`config.mk`:
```
export PLATFORM = sky130hd
export DESIGN_NAME = i_arb4_wrr
export DESIGN_NICKNAME = d
export VERILOG_FILES = /design/src/rtl/i_arb4_wrr.sv
export SDC_FILE = /design/constraint.sdc
export NUM_CORES = 1
export LEC_CHECK = 0
export ABC_AREA = 0
export BUFFER_PORTS_ARGS = -buffer_cell sky130_fd_sc_hd__buf_2
export CAP_MARGIN = 40
export CORE_ASPECT_RATIO = 0.6
export CORE_MARGIN = 2
export CORE_UTILIZATION = 50
export CTS_CLUSTER_DIAMETER = 80
export DETAILED_ROUTE_END_ITERATION = 8
export GPL_TIMING_DRIVEN = 1
export PLACE_DENSITY_LB_ADDON = 0.12
export SLEW_MARGIN = 5
export SYNTH_ARGS = -nofsm -noshare
export SYNTH_HDL_FRONTEND = slang
export SYNTH_SLANG_ARGS = --single-unit
```
`constraint.sdc`:
```
create_clock -name i_clk -period 1.95 [get_ports i_clk]
set_input_delay 0.0975 -clock i_clk [delete_from_list [all_inputs] [get_ports i_clk]]
set_output_delay 0.0975 -clock i_clk [all_outputs]
set_load 0.05 [all_outputs]
```
`src/rtl/i_arb4_wrr.sv`:
```
// i_arb4_wrr: packet-granular weighted round-robin arbiter for a 4:1 merge.
// A grant is held from the header beat to the last beat of a packet, and a
// port may keep the grant for up to weight[p] consecutive packets per turn.
// Optional stall watchdog: define I_ARB4_WRR_WDOG_EN to build it; otherwise
// o_wdog_err is tied low.
module i_arb4_wrr #(
    parameter int W_BITS         = 4,
    parameter int DEFAULT_WEIGHT = 1,
    parameter int WDOG_CYCLES    = 1024
) (
    input  logic              i_clk,
    input  logic              i_rst_n,
    input  logic [3:0]        i_req,
    input  logic              i_beat_fire,
    input  logic              i_beat_last,
    output logic [3:0]        o_grant,
    output logic [1:0]        o_grant_id,
    output logic              o_grant_valid,
    input  logic              i_cfg_we,
    input  logic [1:0]        i_cfg_port,
    input  logic [W_BITS-1:0] i_cfg_weight,
    output logic              o_wdog_err
);

    typedef enum logic {ST_IDLE, ST_GRANT} state_t;

    state_t            r_state;
    logic [3:0]        r_grant;
    logic [1:0]        r_grant_id;
    logic [1:0]        r_rr_ptr;
    logic [W_BITS-1:0] r_credit;
    logic [W_BITS-1:0] r_weight [4];

    logic [3:0]        w_elig;
    logic              w_pick_vld;
    logic [1:0]        w_pick_id;
    logic [1:0]        w_idx;
    logic [W_BITS-1:0] w_credit_next;

    // Ports with a zero weight are masked out of arbitration entirely.
    always_comb begin
        w_elig = '0;
        for (int i = 0; i < 4; i++) begin
            w_elig[i] = i_req[i] & (r_weight[i] != '0);
        end
    end

    // First eligible port searching from r_rr_ptr upward; walking the offsets
    // from farthest to nearest lets the nearest hit overwrite the others.
    always_comb begin
        w_pick_vld = 1'b0;
        w_pick_id  = r_rr_ptr;
        w_idx      = r_rr_ptr;
        for (int k = 3; k >= 0; k--) begin
            w_idx = r_rr_ptr + 2'(k);
            if (w_elig[w_idx]) begin
                w_pick_vld = 1'b1;
                w_pick_id  = w_idx;
            end
        end
    end

    assign w_credit_next = r_credit - 1'b1;

    // Weight table; a write only matters at the next credit load.
    always_ff @(posedge i_clk or negedge i_rst_n) begin
        if (!i_rst_n) begin
            for (int i = 0; i < 4; i++) r_weight[i] <= W_BITS'(DEFAULT_WEIGHT);
        end else if (i_cfg_we) begin
            r_weight[i_cfg_port] <= i_cfg_weight;
        end
    end

    // Arbitration FSM: grant, id, credit and round-robin pointer are all
    // registered here, so the grant cannot glitch mid-packet.
    always_ff @(posedge i_clk or negedge i_rst_n) begin
        if (!i_rst_n) begin
            r_state    <= ST_IDLE;
            r_grant    <= '0;
            r_grant_id <= '0;
            r_rr_ptr   <= '0;
            r_credit   <= '0;
        end else begin
            case (r_state)
                ST_IDLE: begin
                    if (w_pick_vld) begin
                        r_grant    <= 4'b0001 << w_pick_id;
                        r_grant_id <= w_pick_id;
                        r_credit   <= r_weight[w_pick_id];
                        r_state    <= ST_GRANT;
                    end
                end
                ST_GRANT: begin
                    if (i_beat_fire && i_beat_last) begin
                        if ((w_credit_next != '0) && i_req[r_grant_id]) begin
                            r_credit <= w_credit_next;
                        end else begin
                            r_grant  <= '0;
                            r_rr_ptr <= r_grant_id + 2'd1;
                            r_state  <= ST_IDLE;
                        end
                    end
                end
                default: r_state <= ST_IDLE;
            endcase
        end
    end

    assign o_grant       = r_grant;
    assign o_grant_id    = r_grant_id;
    assign o_grant_valid = |r_grant;

`ifdef I_ARB4_WRR_WDOG_EN
    localparam int WD_W = $clog2(WDOG_CYCLES + 1);

    logic [WD_W-1:0] r_wd_cnt;
    logic            r_wdog_err;

    // Count consecutive stalled GRANT cycles; flag sticks until reset.
    always_ff @(posedge i_clk or negedge i_rst_n) begin
        if (!i_rst_n) begin
            r_wd_cnt   <= '0;
            r_wdog_err <= 1'b0;
        end else if (r_state == ST_GRANT && !i_beat_fire) begin
            if (r_wd_cnt != WD_W'(WDOG_CYCLES)) r_wd_cnt <= r_wd_cnt + 1'b1;
            if (r_wd_cnt == WD_W'(WDOG_CYCLES - 1)) r_wdog_err <= 1'b1;
        end else begin
            r_wd_cnt <= '0;
        end
    end

    assign o_wdog_err = r_wdog_err;
`else
    assign o_wdog_err = 1'b0;
`endif

endmodule
```
==> flow_metrics.env, run 1 <==
export IMPL_arrival_ps=2250
export IMPL_die_w_um=81.6
export IMPL_worst_pin_slew_ps=659
export IMPL_violations="negative setup slack"
export IMPL_post_place_ws_ps=-129
export IMPL_fill_cells=221
export IMPL_numPortBuffers=21
export IMPL_rows=16
export IMPL_yosysUniqueCellTypes=56
export IMPL_status="finished, violations left"
export IMPL_ir_worst_vdd_v=0.000817
export IMPL_via_per_inst=5.95
export IMPL_die_y_um=50.6
export IMPL_reg2reg_slack_ps=-140
export IMPL_vias=1641
export IMPL_final_common_cell="buf_4"
export IMPL_hold_path_class="input pin to flip-flop"
export IMPL_clkLatencyLatePin_ps=280
export IMPL_synth_cells=166
export IMPL_rsz0062_at_grt="yes"
export IMPL_mostFrequentLayoutCells="buf_4 (36), dfrtp_1 (23), buf_2 (22), mux2_2 (16), nand2_1 (13)"
export IMPL_ys_ff_latch=29
export IMPL_post_route_period_util_pct=107
export IMPL_grt_first_pass_wirelength_mm=8.14
export IMPL_path_cells="o41a_1 > o311ai_2 > o311a_2 > mux2_4 > a22oi_2 > a221oi_2"
export IMPL_synth_edf_count=0
export IMPL_cts_max_path_buffers=2
export IMPL_drt_total_wl_mm=5.23
export IMPL_slowest_stage="o41a_1"
export IMPL_path_buf_inv=0
export IMPL_syn_to_final_growth_pct=40.1
export IMPL_synthFlopType="dfrtp_1"
export IMPL_drive_gt1_share_pct=56.7
export IMPL_io_pins=23
export IMPL_synth_cell_area_um2=1810
export IMPL_cts_sinks=29
export IMPL_hold_end="r_weight[15]"
export IMPL_cts_root_buf="clkbuf_8"
export IMPL_antenna_found_initial=0
export IMPL_cp_end_kind="flip-flop"
export IMPL_gr_usage_all_layers_pct=27.0
export IMPL_placed_cell_area_um2=2170
export IMPL_final_area_um2=2530
export IMPL_whs_ps=114
export IMPL_layout_min_cycle_time_ps=2090
export IMPL_grt_pass1_vias=1606
export IMPL_r2r_start="r_weight[6]"
export IMPL_dr_pass1_iters=4
export IMPL_numCtsBuffers=5
export IMPL_setup_tns_ps=-657
export IMPL_num_antenna_cells=0
export IMPL_p_per_area_nw_per_um2=1450
export IMPL_place_gp_congestion=0.924
export IMPL_grt_max_degree=30
export IMPL_r2r_cells=6
export IMPL_cts_tree="yes"
export IMPL_syn_avg_cell_area_um2=10.9
export IMPL_async_flop_share_pct=100
export IMPL_antenna_left=0
export IMPL_max_stage_delay_ps=530
export IMPL_slew_viol_final=0
export IMPL_clk_pin_slew_ps=60
export IMPL_setup_violations=7
export IMPL_fmax_ghz=0.478
export IMPL_layout_setup_ws_ps=-144
export IMPL_hold_viol=0
export IMPL_critical_path_class="flip-flop to flip-flop"
export IMPL_maxCapViolations=0
export IMPL_p_leak_uw=0.00113
export IMPL_min_path_cells=2
export IMPL_fin_worst_skew_ps=1.97
export IMPL_fin_nets=247
export IMPL_cp_start_kind="flip-flop"
export IMPL_die_area_um2=4130
export IMPL_initial_core_util_pct=53.7
export IMPL_synth_seq_area_share_pct=40.4
export IMPL_core_area_um2=3360
export IMPL_wire_per_inst_um=18.9
export IMPL_min_delay_start="i_cfg_weight[3]"
export IMPL_critPathRequiredTime_ps=2110
export IMPL_r2r_end="r_credit[0]"
export IMPL_max_slew_margin_pct=56.0
export IMPL_synth_nets=183
export IMPL_dpl_hpwl_mm=3.80
export IMPL_yosys_warnings=0
export IMPL_htreeDepth=2
export IMPL_drt_iter0_drc=109
export IMPL_remaining_drc_errors=0
export IMPL_cp_max_fo=5
export IMPL_critPathTopFamily="compound AO/OA/AOI/OAI gates"
export IMPL_grt_ovfl_total=0
## sequential cells by signal, summed over array words and instances, names as in the netlist
register,flops
r_weight,16
r_credit,4
r_rr_ptr,2
o_grant,4
r_state,1
o_grant_id,2
## logic make-up (layout without fill, tap and decap cells)
kind of cell,Yosys count,in the layout,share of synthesized area (%)
AND/OR/NAND/NOR,44,44,12.5
flip-flops,29,29,40.4
AO/OA/AOI/OAI,56,56,27.1
buffers and inverters,12,77,4.09
adder cells (fa/ha/maj),2,2,1.38
other,1,1,0.208
XOR/XNOR,1,1,0.485
multiplexers,21,21,13.8
## layer usage
layer	share of wire [%]	wire length, µm	GRT usage (%)
met4	0.59	31	5.28
met1	47	2430	39.7
met5	0	0	0
met3	6.8	356	8.63
met2	46	2400	38.9
## synthesized netlist by cell type (all sizes together) (2+ instances only)
cell type  instances  share of area, %
nand3              3              0.83
nor3b              2              0.83
o41ai              5               4.3
o21ai              7               1.9
ha                 2               1.4
mux2i              2               1.1
dfrtp             25                35
nand2             16               3.3
o21bai             3               1.7
a31oi              2               1.0
and3               3               1.1
a22oi              5               2.4
a211o              2              0.97
nor2               7               1.6
a21oi             10               3.4
a211oi             2              0.83
o211ai             2              0.83
nor3               6               1.9
dfstp              4               5.8
a221oi             3               1.8
clkbuf             2              0.42
a21boi             3               1.9
inv                4              0.83
buf                5               1.8
nand3b             3               1.2
o22ai              2              0.69
o311ai             2              0.97
mux2              18                11
o41a               3               1.9
## stage by stage
step	power, µW	instances	util (%)
after floorplan	2150	166	-
final	3660	276	75.3
after global placement	2640	258	64.6
after global routing	3860	276	75.3
after detailed placement	2700	258	64.6
after CTS	3410	270	70.0
## worst max path at each step
| stage | endpoint | startpoint | cells after the start |
|---|---|---|---|
| 4_1_cts | r_credit[0] | r_weight[5] | 6 |
| 6_report | r_credit[0] | r_weight[6] | 6 |
| 2_1_floorplan | r_credit[0] | r_weight[5] | 6 |
| 5_1_grt | r_credit[1] | r_weight[6] | 9 |
| 3_5_place_dp | r_credit[0] | r_weight[5] | 6 |
| 3_3_place_gp | r_credit[0] | r_weight[5] | 6 |
## layout make-up
cell class                      instances  area (µm²)  share of cell area, %
Timing Repair Buffer                   65         458                   18.1
Clock buffer                            7        86.3                   3.41
Multi-Input combinational cell        125        1150                   45.5
Clock inverter                          1        30.0                   1.19
Tap cell                               45        56.3                   2.22
Sequential cell                        29         733                   29.0
Inverter                                4        15.0                  0.593
## power breakdown
group / total, µW / internal, µW / switching, µW / leakage (µW)
logic: 1960 / 902 / 1060 / 0.000732
registers: 1050 / 796 / 252 / 0.000343
clock network: 645 / 416 / 229 / 0.0000585
total: 3660 / 2110 / 1540 / 0.00113
## what timing repair did
action / in CTS / in global routing
resized for setup: 5 / 28
endpoints found under the hold margin: 25 / 0
setup endpoints to repair: 6 / 11
hold buffers: 1 / 0
pin swaps: 3 / 12
setup buffers: 3 / 5
gates cloned: 0 / 1
No activity file was read; power rests on OpenSTA's default activity.
==> run 2, diff against run 1 <==
RECOVER_POWER = 25   (was default)
==> flow_metrics.env, run 2 (synthesis results as in run 1) <==
export IMPL_layout_min_cycle_time_ps=2090
export IMPL_path_cells="o41a_1 > o311ai_2 > o311a_2 > mux2_4 > a22oi_2 > a221oi_2"
export IMPL_drt_iter0_drc=107
export IMPL_arrival_ps=2250
export IMPL_wire_per_inst_um=19.1
export IMPL_largest_reg_flops=16
export IMPL_rsz0062_at_grt="yes"
export IMPL_max_slew_margin_pct=51.6
export IMPL_post_route_period_util_pct=107
export IMPL_vias=1656
export IMPL_grt_pass1_vias=1606
export IMPL_antenna_found_initial=0
export IMPL_grt_ovfl_total=0
export IMPL_io_pins=23
export IMPL_gr_usage_all_layers_pct=27.0
export IMPL_initial_core_util_pct=53.7
export IMPL_regMostFlops="r_weight"
export IMPL_status="finished, violations left"
export IMPL_core_area_um2=3360
export IMPL_violations="negative setup slack"
export IMPL_antenna_left=0
export IMPL_fin_nets=247
export IMPL_clkLatencyLatePin_ps=280
export IMPL_max_stage_delay_ps=530
export IMPL_dr_pass1_iters=4
export IMPL_slowest_stage="o41a_1"
export IMPL_setup_violations=7
export IMPL_whs_ps=117
export IMPL_die_y_um=50.6
export IMPL_hold_viol=0
export IMPL_fmax_ghz=0.478
export IMPL_ir_worst_vdd_v=0.000815
export IMPL_critPathTopFamily="compound AO/OA/AOI/OAI gates"
export IMPL_fin_worst_skew_ps=2.16
export IMPL_drt_total_wl_mm=5.27
export IMPL_htreeDepth=2
export IMPL_grt_max_degree=30
export IMPL_worst_pin_slew_ps=726
export IMPL_path_buf_inv=0
export IMPL_p_per_area_nw_per_um2=1450
export IMPL_final_common_cell="buf_4"
export IMPL_cp_max_fo=5
export IMPL_die_area_um2=4130
export IMPL_remaining_drc_errors=0
export IMPL_syn_to_final_growth_pct=39.1
export IMPL_dpl_hpwl_mm=3.80
export IMPL_clk_pin_slew_ps=60
export IMPL_slew_viol_final=0
export IMPL_cts_root_buf="clkbuf_8"
export IMPL_die_w_um=81.6
export IMPL_cts_sinks=29
export IMPL_critical_path_class="flip-flop to flip-flop"
export IMPL_layout_setup_ws_ps=-142
export IMPL_numCtsBuffers=5
export IMPL_grt_first_pass_wirelength_mm=8.14
export IMPL_hold_path_class="input pin to flip-flop"
export IMPL_cts_max_path_buffers=2
export IMPL_mostFrequentLayoutCells="buf_4 (31), dfrtp_1 (23), buf_2 (21), mux2_2 (16), nand2_1 (13)"
export IMPL_cts_tree="yes"
export IMPL_place_gp_congestion=0.924
export IMPL_design_power_total_uw=3650
export IMPL_num_antenna_cells=0
export IMPL_maxCapViolations=0
export IMPL_rows=16
export IMPL_via_per_inst=6.00
export IMPL_numPortBuffers=21
export IMPL_p_leak_uw=0.00111
export IMPL_drive_gt1_share_pct=54.1
export IMPL_critPathRequiredTime_ps=2110
export IMPL_cp_start_kind="flip-flop"
export IMPL_cp_end_kind="flip-flop"
[run 2: cell types whose count changed in the layout (fill, tap and decap cells not counted), sizes merged]
cell and delta:
clkbuf +6, buf -6
[run 2: area by class of cell]
type	count	area (µm²)
multi-input combinational	125	1150
fill	226	851
sequential	29	733
timing repair buffer	65	439
clock buffer	7	86.3
tap	45	56.3
clock inverter	1	30.0
inverter	4	15.0
[run 2: final timing paths]
check	from	to	slack, ps	depth (start not counted)
worst max register to register	r_weight[6]	r_credit[0]	-140	6
worst min-delay path	i_cfg_weight[3]	r_weight[15]	120	2
worst max-delay path	r_weight[6]	r_credit[0]	-140	6
worst min register to register	o_grant[1]	o_grant[1]	540	2
min in group asynchronous	i_rst_n	r_weight[1]	400	2
max in group asynchronous	i_rst_n	o_grant_id[1]	1040	2
[run 2: report_power, final]
group	internal, µW	switching, µW	leakage (µW)
Combinational	886	1070	0.000714
Sequential	795	252	0.000342
Clock	416	230	0.0000585
Total	2100	1550	0.00111
[run 2: timing repair]
item,CTS,global route
resized for setup,5,28
hold buffers,1,0
setup endpoints to repair,6,11
buffers inserted,3,5
pin swaps,3,12
gates cloned,0,1
hold endpoints to repair,25,0
[run 2: per-stage QoR]
step           setup slack, ps  std cells  utilization [%]  setup TNS, ps  instance area [µm²]
6_report                  -142        276             74.7           -665                 2510
5_1_grt                   -193        276             74.7          -1200                 2510
4_1_cts                   -119        270             70.0           -229                 2350
3_5_place_dp              -129        258             64.6           -298                 2170
3_3_place_gp             -68.0        258             64.6          -98.4                 2170
2_1_floorplan            -47.9        166                -          -47.9                 1820
[run 2: worst register-to-register path: stages (launching register included)]
cell      delay [ps]
dfrtp_1          390
o41a_1           530
o311ai_2         240
o311a_2          280
mux2_4           310
a22oi_2          140
a221oi_2          80
[run 2: metal layers]
metal  share of wire [%]  GRT usage (%)  vias to the layer above
met5                   0              0                        -
met2                  46           38.9                       59
met3                 8.9           8.63                        8
met1                  44           39.7                      823
met4                0.78           5.28                        0
li1                    -              -                      766
==> run 3, diff against run 2 <==
CORE_ASPECT_RATIO = default   (was 0.6)
==> flow_metrics.env, run 3 (synthesis results as in run 1) <==
export IMPL_status="finished, violations left"
export IMPL_violations="max-capacitance violations, max-slew violations, negative setup slack"
export IMPL_htreeDepth=2
export IMPL_antenna_left=0
export IMPL_numPortBuffers=21
export IMPL_critical_path_class="flip-flop to flip-flop"
export IMPL_cts_sinks=29
export IMPL_switching_share_pct=43.0
export IMPL_io_pins=23
export IMPL_remaining_drc_errors=0
export IMPL_cts_root_buf="clkbuf_4"
export IMPL_drt_total_wl_mm=4.81
export IMPL_rows=21
export IMPL_largest_reg_flops=16
export IMPL_p_per_area_nw_per_um2=1410
export IMPL_slowest_stage="o41a_1"
export IMPL_clockPowerShare_pct=15.3
export IMPL_syn_to_final_growth_pct=34.3
export IMPL_hold_path_class="input pin to flip-flop"
export IMPL_cp_end_kind="flip-flop"
export IMPL_path_cells="o41a_1 > o311ai_2 > o311a_4 > mux2_4 > a22oi_2 > a221oi_2"
export IMPL_grt_pass1_vias=1654
export IMPL_antenna_found_initial=0
export IMPL_drt_iter0_drc=94
export IMPL_place_gp_congestion=0.866
export IMPL_ir_worst_vdd_v=0.00109
export IMPL_numCtsBuffers=5
export IMPL_num_antenna_cells=0
export IMPL_grt_ovfl_total=0
export IMPL_die_area_um2=4110
export IMPL_hold_viol=0
export IMPL_regMostFlops="r_weight"
export IMPL_grt_max_degree=30
export IMPL_layout_setup_ws_ps=-156
export IMPL_fin_worst_skew_ps=10.1
export IMPL_p_leak_uw=0.00108
export IMPL_comb_power_share_pct=54.2
export IMPL_gr_usage_all_layers_pct=24.4
export IMPL_arrival_ps=2330
export IMPL_dr_pass1_iters=4
export IMPL_switching_power_uw=1470
export IMPL_dpl_hpwl_mm=3.35
export IMPL_post_route_period_util_pct=108
export IMPL_slew_viol_final=30
export IMPL_seqPwrFrac_pct=30.5
export IMPL_die_w_um=64.1
export IMPL_vias=1630
export IMPL_drive_gt1_share_pct=52.0
export IMPL_cp_max_fo=5
export IMPL_critPathRequiredTime_ps=2180
export IMPL_setup_violations=10
export IMPL_cts_tree="yes"
export IMPL_initial_core_util_pct=52.9
export IMPL_via_per_inst=6.01
export IMPL_maxCapViolations=1
export IMPL_layout_min_cycle_time_ps=2110
export IMPL_final_cell_count_no_fill=271
export IMPL_clk_pin_slew_ps=100
export IMPL_wire_per_inst_um=17.8
export IMPL_fmax_ghz=0.475
export IMPL_grt_first_pass_wirelength_mm=7.73
export IMPL_worst_pin_slew_ps=1640
export IMPL_post_place_ws_ps=-155
export IMPL_clkLatencyLatePin_ps=330
export IMPL_cp_start_kind="flip-flop"
export IMPL_core_area_um2=3420
export IMPL_max_slew_margin_pct=-9.35
export IMPL_power_internal_uw=1950
export IMPL_max_stage_delay_ps=460
export IMPL_cts_max_path_buffers=2
export IMPL_fin_nets=241
export IMPL_rsz0062_at_grt="yes"
export IMPL_die_y_um=64.1
export IMPL_mostFrequentLayoutCells="buf_4 (29), dfrtp_1 (23), buf_2 (20), mux2_2 (16), nand2_1 (14)"
export IMPL_dp_cells=255
export IMPL_final_common_cell="buf_4"
## run 3: power by group through the flow
stage / Clock [µW] / Sequential, µW / Combinational, µW
5_1_grt: 558 / 1070 / 1990
3_3_place_gp: 0 / 1020 / 1570
4_1_cts: 532 / 1030 / 1630
6_report: 525 / 1040 / 1850
2_1_floorplan: 0 / 1140 / 1010
3_5_place_dp: 0 / 1030 / 1600
## run 3: final cells by class
cell class              instances  area [µm²]
multi-input cells             125        1120
fillers                       262         988
flip-flops and latches         29         733
repair buffers                 59         414
well taps                      46        57.6
clock buffers                   7        55.1
clock inverters                 1        30.0
inverters                       4        15.0
## run 3: worst paths after layout
path | startpoint | endpoint | slack [ps] | cells past startpoint
hold reg to reg | o_grant[3] | o_grant[3] | 530 | 2
setup reg to reg | r_weight[6] | r_credit[0] | -160 | 6
hold / removal | i_cfg_weight[3] | r_weight[3] | 50 | 2
setup / recovery | r_weight[6] | r_credit[0] | -160 | 6
min in group asynchronous | i_rst_n | o_grant[2] | 720 | 2
max in group asynchronous | i_rst_n | o_grant_id[1] | 160 | 2
## run 3: metal layers
metal / track usage [%] / routed length (µm) / vias to the layer above
met4: 9.04 / 102 / 0
met1: 33.0 / 2010 / 809
met3: 4.58 / 264 / 13
met2: 38.9 / 2440 / 56
met5: 0 / 0 / -
li1: - / - / 752
## run 3: timing repair
| action | CTS | global route |
|---|---|---|
| endpoints found under the setup margin | 6 | 13 |
| hold endpoints to repair | 25 | 0 |
| hold buffers | 1 | 0 |
| setup buffers | 2 | 4 |
| gates cloned | 0 | 1 |
| resized for setup | 3 | 25 |
| pin swaps | 6 | 10 |
## run 3: worst max-delay path: cells and delay by family, from the launching register on
kind / cells / cell delay, ps
AO/OA/AOI/OAI: 5 / 1290
multiplexers: 1 / 310
flip-flops: 1 / 400
## run 3: stage by stage
step           power [µW]  setup TNS, ps  hold slack [ps]  utilization [%]  area (µm²)
3_3_place_gp         2590           -136              151             62.8        2140
6_report             3420           -670             47.1             71.1        2430
5_1_grt              3620          -2550             43.3             71.1        2430
3_5_place_dp         2640           -360              170             62.8        2140
4_1_cts              3190           -353             37.3             66.6        2270
2_1_floorplan        2150          -47.9             -198                -        1820
